[config.mk]
export PLATFORM = sky130hd
export DESIGN_NAME = malu_ctrl
export DESIGN_NICKNAME = d
export VERILOG_FILES = /design/src/rtl/malu_pkg.sv /design/src/rtl/malu_row_seq.sv /design/src/rtl/malu_ctrl.sv
export SDC_FILE = /design/constraint.sdc
export NUM_CORES = 1
export LEC_CHECK = 0
export CELL_PAD_IN_SITES_DETAIL_PLACEMENT = 0
export CELL_PAD_IN_SITES_GLOBAL_PLACEMENT = 1
export CORE_AREA = 5 5 287 289
export DETAILED_ROUTE_END_ITERATION = 10
export DIE_AREA = 0 0 292 294
export PLACE_DENSITY = 0.81
export SYNTH_ARGS = -nofsm -noshare
export SYNTH_HDL_FRONTEND = slang
export SYNTH_SLANG_ARGS = --single-unit
[constraint.sdc]
create_clock -name clk -period 3.08 [get_ports clk]
set_input_delay 0.308 -clock clk [delete_from_list [all_inputs] [get_ports clk]]
set_output_delay 0.308 -clock clk [all_outputs]
set_load 0.01 [all_outputs]
[src/rtl/malu_pkg.sv]
// malu_pkg: shared constants, state encoding and helpers
// for the 5x5 int8 matrix ALU command sequencer.
package malu_pkg;

    localparam int ROW_W  = 40;
    localparam int N_ROWS = 5;
    localparam int FLAT_W = ROW_W * N_ROWS;

    localparam logic [3:0] OP_NOP  = 4'b0000;
    localparam logic [3:0] OP_ADD  = 4'b0001;
    localparam logic [3:0] OP_SUB  = 4'b0010;
    localparam logic [3:0] OP_MUL  = 4'b0011;
    localparam logic [3:0] OP_TRN  = 4'b0100;
    localparam logic [3:0] OP_NEG  = 4'b0101;
    localparam logic [3:0] OP_SMUL = 4'b0110;

    typedef enum logic [2:0] {
        S_IDLE,
        S_LOAD_A,
        S_LOAD_B,
        S_EXEC,
        S_CAPTURE,
        S_STORE,
        S_DONE
    } state_e;

    function automatic logic is_unary(input logic [3:0] op);
        return (op == OP_TRN) || (op == OP_NEG) || (op == OP_SMUL);
    endfunction

    function automatic logic is_legal(input logic [3:0] op,
                                      input logic [2:0] n);
        return (op >= OP_ADD) && (op <= OP_SMUL) &&
               (n >= 3'd1) && (n <= 3'd5);
    endfunction

    function automatic logic [ROW_W-1:0] row_sel(
        input logic [FLAT_W-1:0] v,
        input logic [2:0]        r
    );
        logic [ROW_W-1:0] row;
        row = '0;
        for (int i = 0; i < N_ROWS; i++) begin
            if (r == 3'(i)) row = v[ROW_W*i +: ROW_W];
        end
        return row;
    endfunction

endpackage

[src/rtl/malu_row_seq.sv]
// malu_row_seq: row counter shared by the load and store phases.
// Ports: en_i (phase active), store_i (5-cycle write phase vs
// 6-cycle read phase), issue_o/row_o (access row), cap_o/cap_row_o
// (read data of that row is on mem_rdata now), last_o (final cycle).
module malu_row_seq
    import malu_pkg::*;
(
    input  logic       clk,
    input  logic       rst_n,
    input  logic       en_i,
    input  logic       store_i,
    output logic       issue_o,
    output logic       cap_o,
    output logic       last_o,
    output logic [2:0] row_o,
    output logic [2:0] cap_row_o
);

    logic [2:0] cnt_q;
    logic [2:0] cnt_d;
    logic [2:0] last_cnt;

    // A read phase needs one extra cycle to catch the last row's data.
    assign last_cnt  = store_i ? 3'(N_ROWS - 1) : 3'(N_ROWS);
    assign issue_o   = en_i && (cnt_q < 3'(N_ROWS));
    assign cap_o     = en_i && !store_i && (cnt_q != 3'd0);
    assign last_o    = en_i && (cnt_q == last_cnt);
    assign row_o     = cnt_q;
    assign cap_row_o = cnt_q - 3'd1;

    always_comb begin
        cnt_d = cnt_q + 3'd1;
        if (!en_i || last_o) cnt_d = 3'd0;
    end

    always_ff @(posedge clk or negedge rst_n) begin
        if (!rst_n) cnt_q <= 3'd0;
        else        cnt_q <= cnt_d;
    end

endmodule

[src/rtl/malu_ctrl.sv]
// malu_ctrl: command sequencer for the 5x5 int8 matrix ALU.
// Ports: cmd_* host handshake and fields; mem_* row memory
// (read data one cycle after mem_rd_en); alu_* to/from malu;
// busy (not idle), done (1-cycle pulse), err (valid with done).
module malu_ctrl
    import malu_pkg::*;
#(
    parameter int ADDR_W    = 8,
    parameter int EXEC_WAIT = 1
) (
    input  logic              clk,
    input  logic              rst_n,
    input  logic              cmd_valid,
    output logic              cmd_ready,
    input  logic [3:0]        cmd_opcode,
    input  logic [2:0]        cmd_n,
    input  logic [8:0]        cmd_f,
    input  logic [ADDR_W-1:0] cmd_addr_a,
    input  logic [ADDR_W-1:0] cmd_addr_b,
    input  logic [ADDR_W-1:0] cmd_addr_c,
    output logic              mem_rd_en,
    output logic              mem_wr_en,
    output logic [ADDR_W-1:0] mem_addr,
    output logic [39:0]       mem_wdata,
    input  logic [39:0]       mem_rdata,
    output logic [199:0]      alu_a_flat,
    output logic [199:0]      alu_b_flat,
    output logic [3:0]        alu_opcode,
    output logic [2:0]        alu_n,
    output logic [8:0]        alu_f,
    input  logic [199:0]      alu_c_flat,
    output logic              busy,
    output logic              done,
    output logic              err
);

    localparam logic [7:0] WAIT_LAST = 8'(EXEC_WAIT - 1);

    state_e              state_q;
    state_e              state_d;
    logic [3:0]          op_q;
    logic [ADDR_W-1:0]   addr_a_q;
    logic [ADDR_W-1:0]   addr_b_q;
    logic [ADDR_W-1:0]   addr_c_q;
    logic                err_q;
    logic [2:0]          n_q;
    logic [8:0]          f_q;
    logic [7:0]          wait_q;
    logic [FLAT_W-1:0]   a_q;
    logic [FLAT_W-1:0]   b_q;
    logic [FLAT_W-1:0]   c_q;

    logic       accept;
    logic       cmd_legal;
    logic       seq_en;
    logic       seq_store;
    logic       seq_issue;
    logic       seq_cap;
    logic       seq_last;
    logic [2:0] seq_row;
    logic [2:0] seq_cap_row;

    assign cmd_ready = (state_q == S_IDLE);
    assign accept    = cmd_valid && cmd_ready;
    assign cmd_legal = is_legal(cmd_opcode, cmd_n);
    assign busy      = (state_q != S_IDLE);
    assign done      = (state_q == S_DONE);
    assign err       = done && err_q;

    assign seq_store = (state_q == S_STORE);
    assign seq_en    = (state_q == S_LOAD_A) ||
                       (state_q == S_LOAD_B) || seq_store;

    assign alu_a_flat = a_q;
    assign alu_b_flat = b_q;
    assign alu_n      = n_q;
    assign alu_f      = f_q;

    malu_row_seq u_row_seq (
        .clk       (clk),
        .rst_n     (rst_n),
        .en_i      (seq_en),
        .store_i   (seq_store),
        .issue_o   (seq_issue),
        .cap_o     (seq_cap),
        .last_o    (seq_last),
        .row_o     (seq_row),
        .cap_row_o (seq_cap_row)
    );

    always_comb begin
        state_d = state_q;
        unique case (state_q)
            S_IDLE: begin
                if (accept) state_d = cmd_legal ? S_LOAD_A : S_DONE;
            end
            S_LOAD_A: begin
                if (seq_last) state_d = is_unary(op_q) ? S_EXEC : S_LOAD_B;
            end
            S_LOAD_B:  if (seq_last) state_d = S_EXEC;
            S_EXEC:    if (wait_q == WAIT_LAST) state_d = S_CAPTURE;
            S_CAPTURE: state_d = S_STORE;
            S_STORE:   if (seq_last) state_d = S_DONE;
            S_DONE:    state_d = S_IDLE;
            default:   state_d = S_IDLE;
        endcase
    end

    // Opcode returns to 0 outside EXEC/CAPTURE so malu sees a fresh
    // edge even for repeated identical commands.
    always_comb begin
        mem_rd_en  = 1'b0;
        mem_wr_en  = 1'b0;
        mem_addr   = '0;
        mem_wdata  = '0;
        alu_opcode = OP_NOP;
        unique case (state_q)
            S_LOAD_A: begin
                mem_rd_en = seq_issue;
                if (seq_issue) mem_addr = addr_a_q + ADDR_W'(seq_row);
            end
            S_LOAD_B: begin
                mem_rd_en = seq_issue;
                if (seq_issue) mem_addr = addr_b_q + ADDR_W'(seq_row);
            end
            S_EXEC, S_CAPTURE: begin
                alu_opcode = op_q;
            end
            S_STORE: begin
                mem_wr_en = seq_issue;
                mem_addr  = addr_c_q + ADDR_W'(seq_row);
                mem_wdata = row_sel(c_q, seq_row);
            end
            default: ;
        endcase
    end

    always_ff @(posedge clk or negedge rst_n) begin
        if (!rst_n) begin
            state_q  <= S_IDLE;
            op_q     <= OP_NOP;
            addr_a_q <= '0;
            addr_b_q <= '0;
            addr_c_q <= '0;
            err_q    <= 1'b0;
            n_q      <= '0;
            f_q      <= '0;
            wait_q   <= '0;
            a_q      <= '0;
            b_q      <= '0;
            c_q      <= '0;
        end else begin
            state_q <= state_d;
            if (accept) begin
                op_q     <= cmd_opcode;
                addr_a_q <= cmd_addr_a;
                addr_b_q <= cmd_addr_b;
                addr_c_q <= cmd_addr_c;
                err_q    <= !cmd_legal;
                // Rejected commands leave the ALU-facing fields alone.
                if (cmd_legal) begin
                    n_q <= cmd_n;
                    f_q <= cmd_f;
                end
            end
            wait_q <= (state_q == S_EXEC) ? wait_q + 8'd1 : 8'd0;
            for (int r = 0; r < N_ROWS; r++) begin
                if (seq_cap && seq_cap_row == 3'(r)) begin
                    if (state_q == S_LOAD_A) a_q[ROW_W*r +: ROW_W] <= mem_rdata;
                    else                     b_q[ROW_W*r +: ROW_W] <= mem_rdata;
                end
            end
            if (state_q == S_CAPTURE) c_q <= alu_c_flat;
        end
    end

endmodule
After elaboration in Yosys (flattened, before gate mapping)

Cells that the tools add are included.

Flip-flop bits (word level): 655
Input port bits: 283
Output and inout port bits: 470
Word-level logic and storage cells: 121

Add/subtract/negate cells: 6
Order comparisons: 5
Equal/unequal tests: 23
Multiplexer cells: 23
Bitwise logic cells: 1
Reductions and logical operators: 42

Operators by type and width:

| operator              | number |
|---|---|
| $mux W40              | 6 |
| $add A8 B3 Y8         | 3 |
| $mux W8               | 3 |
| $pmux W8 S3           | 1 |
| $reduce_and A2 Y1     | 11 |
| $mux W3               | 7 |
| $eq A3 B2 Y1 const B  | 6 |
| $pmux W3 S6           | 1 |
| $eq A3 B3 Y1 const B  | 5 |
| $logic_and A1 B1 Y1   | 14 |
| $eq A4 B3 Y1 const B  | 3 |
| $eq A3 B1 Y1 const B  | 3 |
| $logic_not A3 Y1      | 3 |
| $add A8 B1 Y8 const B | 1 |
| $logic_not A8 Y1      | 1 |
| $ne A2 B1 Y1 const B  | 4 |
| $reduce_bool A3 Y1    | 2 |
| $logic_or A1 B1 Y1    | 5 |
| $reduce_and A5 Y1     | 1 |
| $ge A4 B1 Y1 const B  | 1 |
| $le A4 B3 Y1 const B  | 1 |
| $mux W1               | 4 |
| $mux W4               | 1 |
| $reduce_or A2 Y1      | 2 |
| other kinds (9)       | 11 |

Depth between registers and ports, before layout

Depth in word-level cells: 7
Gate-level depth with buffers: 9
Gate-level depth less buffers: 8

Cells and area by module

From an unflattened synthesis, not the netlist that was laid out.

Cells, all modules: 2169
Area, all modules: 26929.6 um^2

Modules (own cells, without submodules):

| module       | times used | cells an instance | area each (um^2) | sequential area each (um^2) |
|---|---|---|---|---|
| malu_ctrl    | 1          | 2146              | 26710.6          | 16315.6 |
| malu_row_seq | 1          | 23                | 219.0            | 75.1 |

Worst setup path after synthesis

Ideal clock, no wire load.

Path kind: flip-flop to output port
From: register u_row_seq.cnt_q[1], in the netlist u_row_seq.row_o[1]
To: output port mem_wdata[10]
Data arrival time: 2.121 ns
Data required time: 2.772 ns
Slack: 0.651 ns
Cell stages (with the launch flop): 10
Buffers on the path: 3
Cell sequence: dfrtp_1 > inv_1 > ha_1 > clkbuf_1 > clkbuf_1 > clkbuf_1 > a21oi_1 > o21ai_0 > a221oi_1 > nor2_1

Cells in the longest elaborated chain, start to end: 7
Elaborated cells between the ends (all ways): 11
Those cells by class: eq/ne (4); mux (6); reduce/logical (1)

RTL lines:

| item                     | RTL line           | text |
|---|---|---|
| start: declaration       | malu_row_seq.sv:19 | `logic [2:0] cnt_q;` |
| start signal: assignment | malu_row_seq.sv:38 | `else cnt_q <= cnt_d;` |
| $logic_not A3 Y1         | malu_pkg.sv:44     | `if (r == 3'(i)) row = v[ROW_W*i +: ROW_W];` |
| $mux W40 (4 in series)   | malu_pkg.sv:44     |  |
| $mux W40 *               | malu_pkg.sv:44     |  |
| $mux W40 *               | malu_ctrl.sv:117   | `unique case (state_q)` |
| end: declaration         | malu_ctrl.sv:24    | `output logic [39:0] mem_wdata,` |

Every way passes the cells marked *; elsewhere a longest branch is shown, timed or not.

Worst setup path after layout

From: register u_row_seq.cnt_q[0], in the netlist u_row_seq.row_o[0]
To: output port mem_addr[4]

Cells in the longest elaborated chain, start to end: 4
Elaborated cells between the ends (all ways): 8
Those cells by class: add/sub (3); order compare (1); mux (3); reduce/logical (1)

RTL lines:

| item                                                                  | RTL line         | text |
|---|---|---|
| parallel branches: the longest is 3 deep, another holds $add A8 B3 Y8 | -                |  |
| $pmux W8 S3 *                                                         | malu_ctrl.sv:117 |  |
| end: declaration                                                      | malu_ctrl.sv:23  | `output logic [ADDR_W-1:0] mem_addr,` |

Mark *: on every way between the ends.

==> results_dict.tcl <==
set metrics [dict create \
    cts.sinks 655 \
    place_ws_ns 0.0503 \
    fin_skew_ns 0.0363 \
    die_h_microns 294 \
    synth_warnings 0 \
    synth_top_area_share 0.602 \
    synth_edf_count 0 \
    ys_seq_area_frac 0.602 \
    syn_area_per_cell_sq_um 14.1 \
    start_util 0.342 \
    avgRoutedWirePerCell_microns 25.7 \
    setup_tns_ns -0.0527 \
    hold_path_class "input port to asynchronous set/reset pin" \
    num_io_pins 753 \
    grt_pass1_wl_microns 143000 \
    hold_viol 0 \
    synth_top_area_cell "dfrtp_1" \
    h-tree-depth 3 \
    violations "negative setup slack" \
    drt-total-wl_microns 98000 \
    rsz0062_at_grt "yes" \
    clkSlewWorstSetupHoldPaths_ns 0.06 \
    report.final.slew_viol_count 0 \
    fin_area_sq_um 39400 \
    synth.mux.area_fraction 0.265 \
    dpl-instance-area_sq_um 36300 \
    dieWidth_microns 292 \
    final.min_clock_period_ns 3.13 \
    synthesis.nets 2237 \
    overflow 0 \
    synth-xor-area-share 0.00707 \
    grtUsageTotal 0.220 \
    critical-path-max-stage-delay_ns 0.41 \
    setup_ws_ns -0.0527 \
    drive_above_1_share 0.332 \
    cts_buffers 74 \
    tightestPinTransition_ns 0.774 \
    syn-instance-count 1932 \
    async_flop_share 1.00 \
    peakVddDrop_v 0.000698 \
    clock_latency_ns 0.63 \
    num_vias 19200 \
    synth.most_common_cell "dfrtp_1" \
    synthTopCellsByCount "655 x dfrtp_1, 628 x mux2_2, 92 x o21ai_0, 66 x nor2_1, 65 x nand2_1" \
    hpwlAfterDp_microns 68300 \
    power_density_nw_per_um2 1040 \
    synth_area_sq_um 27200 \
    fmaxAchievable_ghz 0.319 \
    leakage_nw 16.6 \
    synth-adder-area-share 0.0109 \
    antenna_found_initial 10 \
    yosys.area_share.simple 0.0429 \
    drc 0 \
    critPathMaxFanout 5 \
    clock_path_buffers 3 \
    fin_nets 2985 \
    synth_top_family_by_area "multiplexers" \
    crit_path_top_delay_cell "dfrtp_2" \
    finalPower_mw 40.8 \
    cts_tree "yes" \
    maxCapViolCount 0 \
    setup-violations-final 1 \
    ys.flop_type "dfrtp_1" \
    period_share 1.02 \
    ys_ff_latch 655 \
    status "finished, violations left" \
    required_ns 2.77 \
    ant_nets 0 \
    grt_pass1_vias 21400 \
    dieArea_sq_um 85800 \
    cts-root-buf "clkbuf_16" \
    drtIter0Drc 756 \
    synth_compound_area_frac 0.0452 \
    dp.cells 3647 \
    worstPathCellList "buf_12, ha_1, inv_1, fa_2, nor2b_2, o21ai_0, xnor2_1, a22oi_1, o32ai_2, clkdlybuf4s15_2" \
    place.gp.congestion 0.877 \
    dr.pass1.iters 4 \
    vias_per_cell 5.04 \
    cp-end-kind "output port" \
    path_class "flop to output port" \
    crit_path_start_kind "flop" \
    slew_headroom 0.484 \
    core_sq_um 79600 \
    area_delta_synth_final_pct 44.7 \
    synth_area_leaders "dfrtp_1 60%, mux2_2 26%, o21ai_0 1.7%" \
    num_rows 104 \
    port_buffers 752 \
    final_cells 3805 \
    grt_max_degree 114 \
    crit_arrival_ns 2.82 \
    synth_cell_types 48 \
]
==> critical path, delay by kind of cell (launching register included) <==
kind                     cells  cell delay (ns)
buffers and inverters        3             0.48
flip-flops                   1             0.41
XOR/XNOR                     1             0.17
adder cells (fa/ha/maj)      2             0.54
AO/OA/AOI/OAI                3             0.48
AND/OR/NAND/NOR              1             0.13
==> report_power, final <==
part / switching [mW] / total, mW / internal [mW] / leakage, nW
combinational: 7.30 / 16.8 / 9.50 / 7.50
sequential: 2.43 / 15.0 / 12.5 / 7.85
clock: 3.84 / 9.08 / 5.24 / 1.22
==> what timing repair did <==
item,4_1_cts,5_1_grt
setup endpoints to repair,48,44
pin swaps,19,33
buffers inserted,8,1
hold buffers,1,0
endpoints found under the hold margin,39,0
cloned,5,2
gates resized for setup,95,60
==> per-stage QoR <==
step           hold WS, ns  utilization
4_1_cts              0.213        0.492
5_1_grt              0.261        0.495
6_report             0.251        0.495
3_5_place_dp         0.299        0.456
3_3_place_gp         0.296        0.456
2_1_floorplan       0.0124            -
==> final timing paths <==
| path | start | end | cells after the start | slack, ns |
|---|---|---|---|---|
| hold / removal | rst_n | alu_b_flat[33]$_DFFE_PN0P_ | 2 | 0.25 |
| max in group asynchronous | rst_n | alu_a_flat[129]$_DFFE_PN0P_ | 4 | 1.71 |
| setup / recovery | u_row_seq.row_o[0]$_DFF_PN0_ | mem_addr[4] | 10 | -0.05 |
| hold reg to reg | c_q[196]$_DFFE_PN0P_ | c_q[196]$_DFFE_PN0P_ | 1 | 0.50 |
| min in group clk | cmd_addr_a[7] | addr_a_q[7]$_DFFE_PN0P_ | 3 | 0.26 |
| setup reg to reg | u_row_seq.row_o[1]$_DFF_PN0_ | alu_b_flat[197]$_DFFE_PN0P_ | 8 | 0.54 |
==> kinds of logic after synthesis <==
family	Yosys count
flip-flops	655
adder cells (fa/ha/maj)	22
XOR/XNOR	22
multiplexers	638
buffers and inverters	171
AO/OA/AOI/OAI	202
AND/OR/NAND/NOR	222
==> flip-flops by register name, summed over array words and instances, names as in the netlist <==
register         count
addr_b_q             8
wait_q               8
op_q                 4
alu_f                9
c_q                200
addr_c_q             8
addr_a_q             8
state_q              3
alu_b_flat         200
u_row_seq.row_o      3
err_q                1
alu_a_flat         200
alu_n                3
==> metal layers <==
layer / GRT usage / routed length, microns
met1: 0.252 / 37100
met4: 0.0792 / 3390
met2: 0.367 / 47400
met3: 0.0971 / 10000
met5: 0 / 35
==> layout by cell type, fill, tap and decap left out, drive strengths merged, types with 8 or more instances in the layout <==
master / instances
clkinvlp: 8
and3b: 40
and2: 9
dlygate4sd2: 32
nand3: 9
buf: 75
clkinv: 18
a21oi: 48
nor2: 66
dfrtp: 655
xnor2: 9
clkbuf: 107
nand2: 65
o21ai: 92
ha: 19
inv: 21
xor2: 13
mux2: 637
clkdlybuf4s50: 703
a221oi: 40
==> cell type report <==
cell class | instances | area, sq um
clock inverters | 37 | 490
well taps | 1060 | 1330
fillers | 6906 | 40200
clock buffers | 99 | 2060
flip-flops and latches | 655 | 16400
repair buffers | 828 | 8600
multi-input cells | 1106 | 10500
inverters | 15 | 58.8
diodes | 5 | 12.5
(Power assumes the default switching activity.)
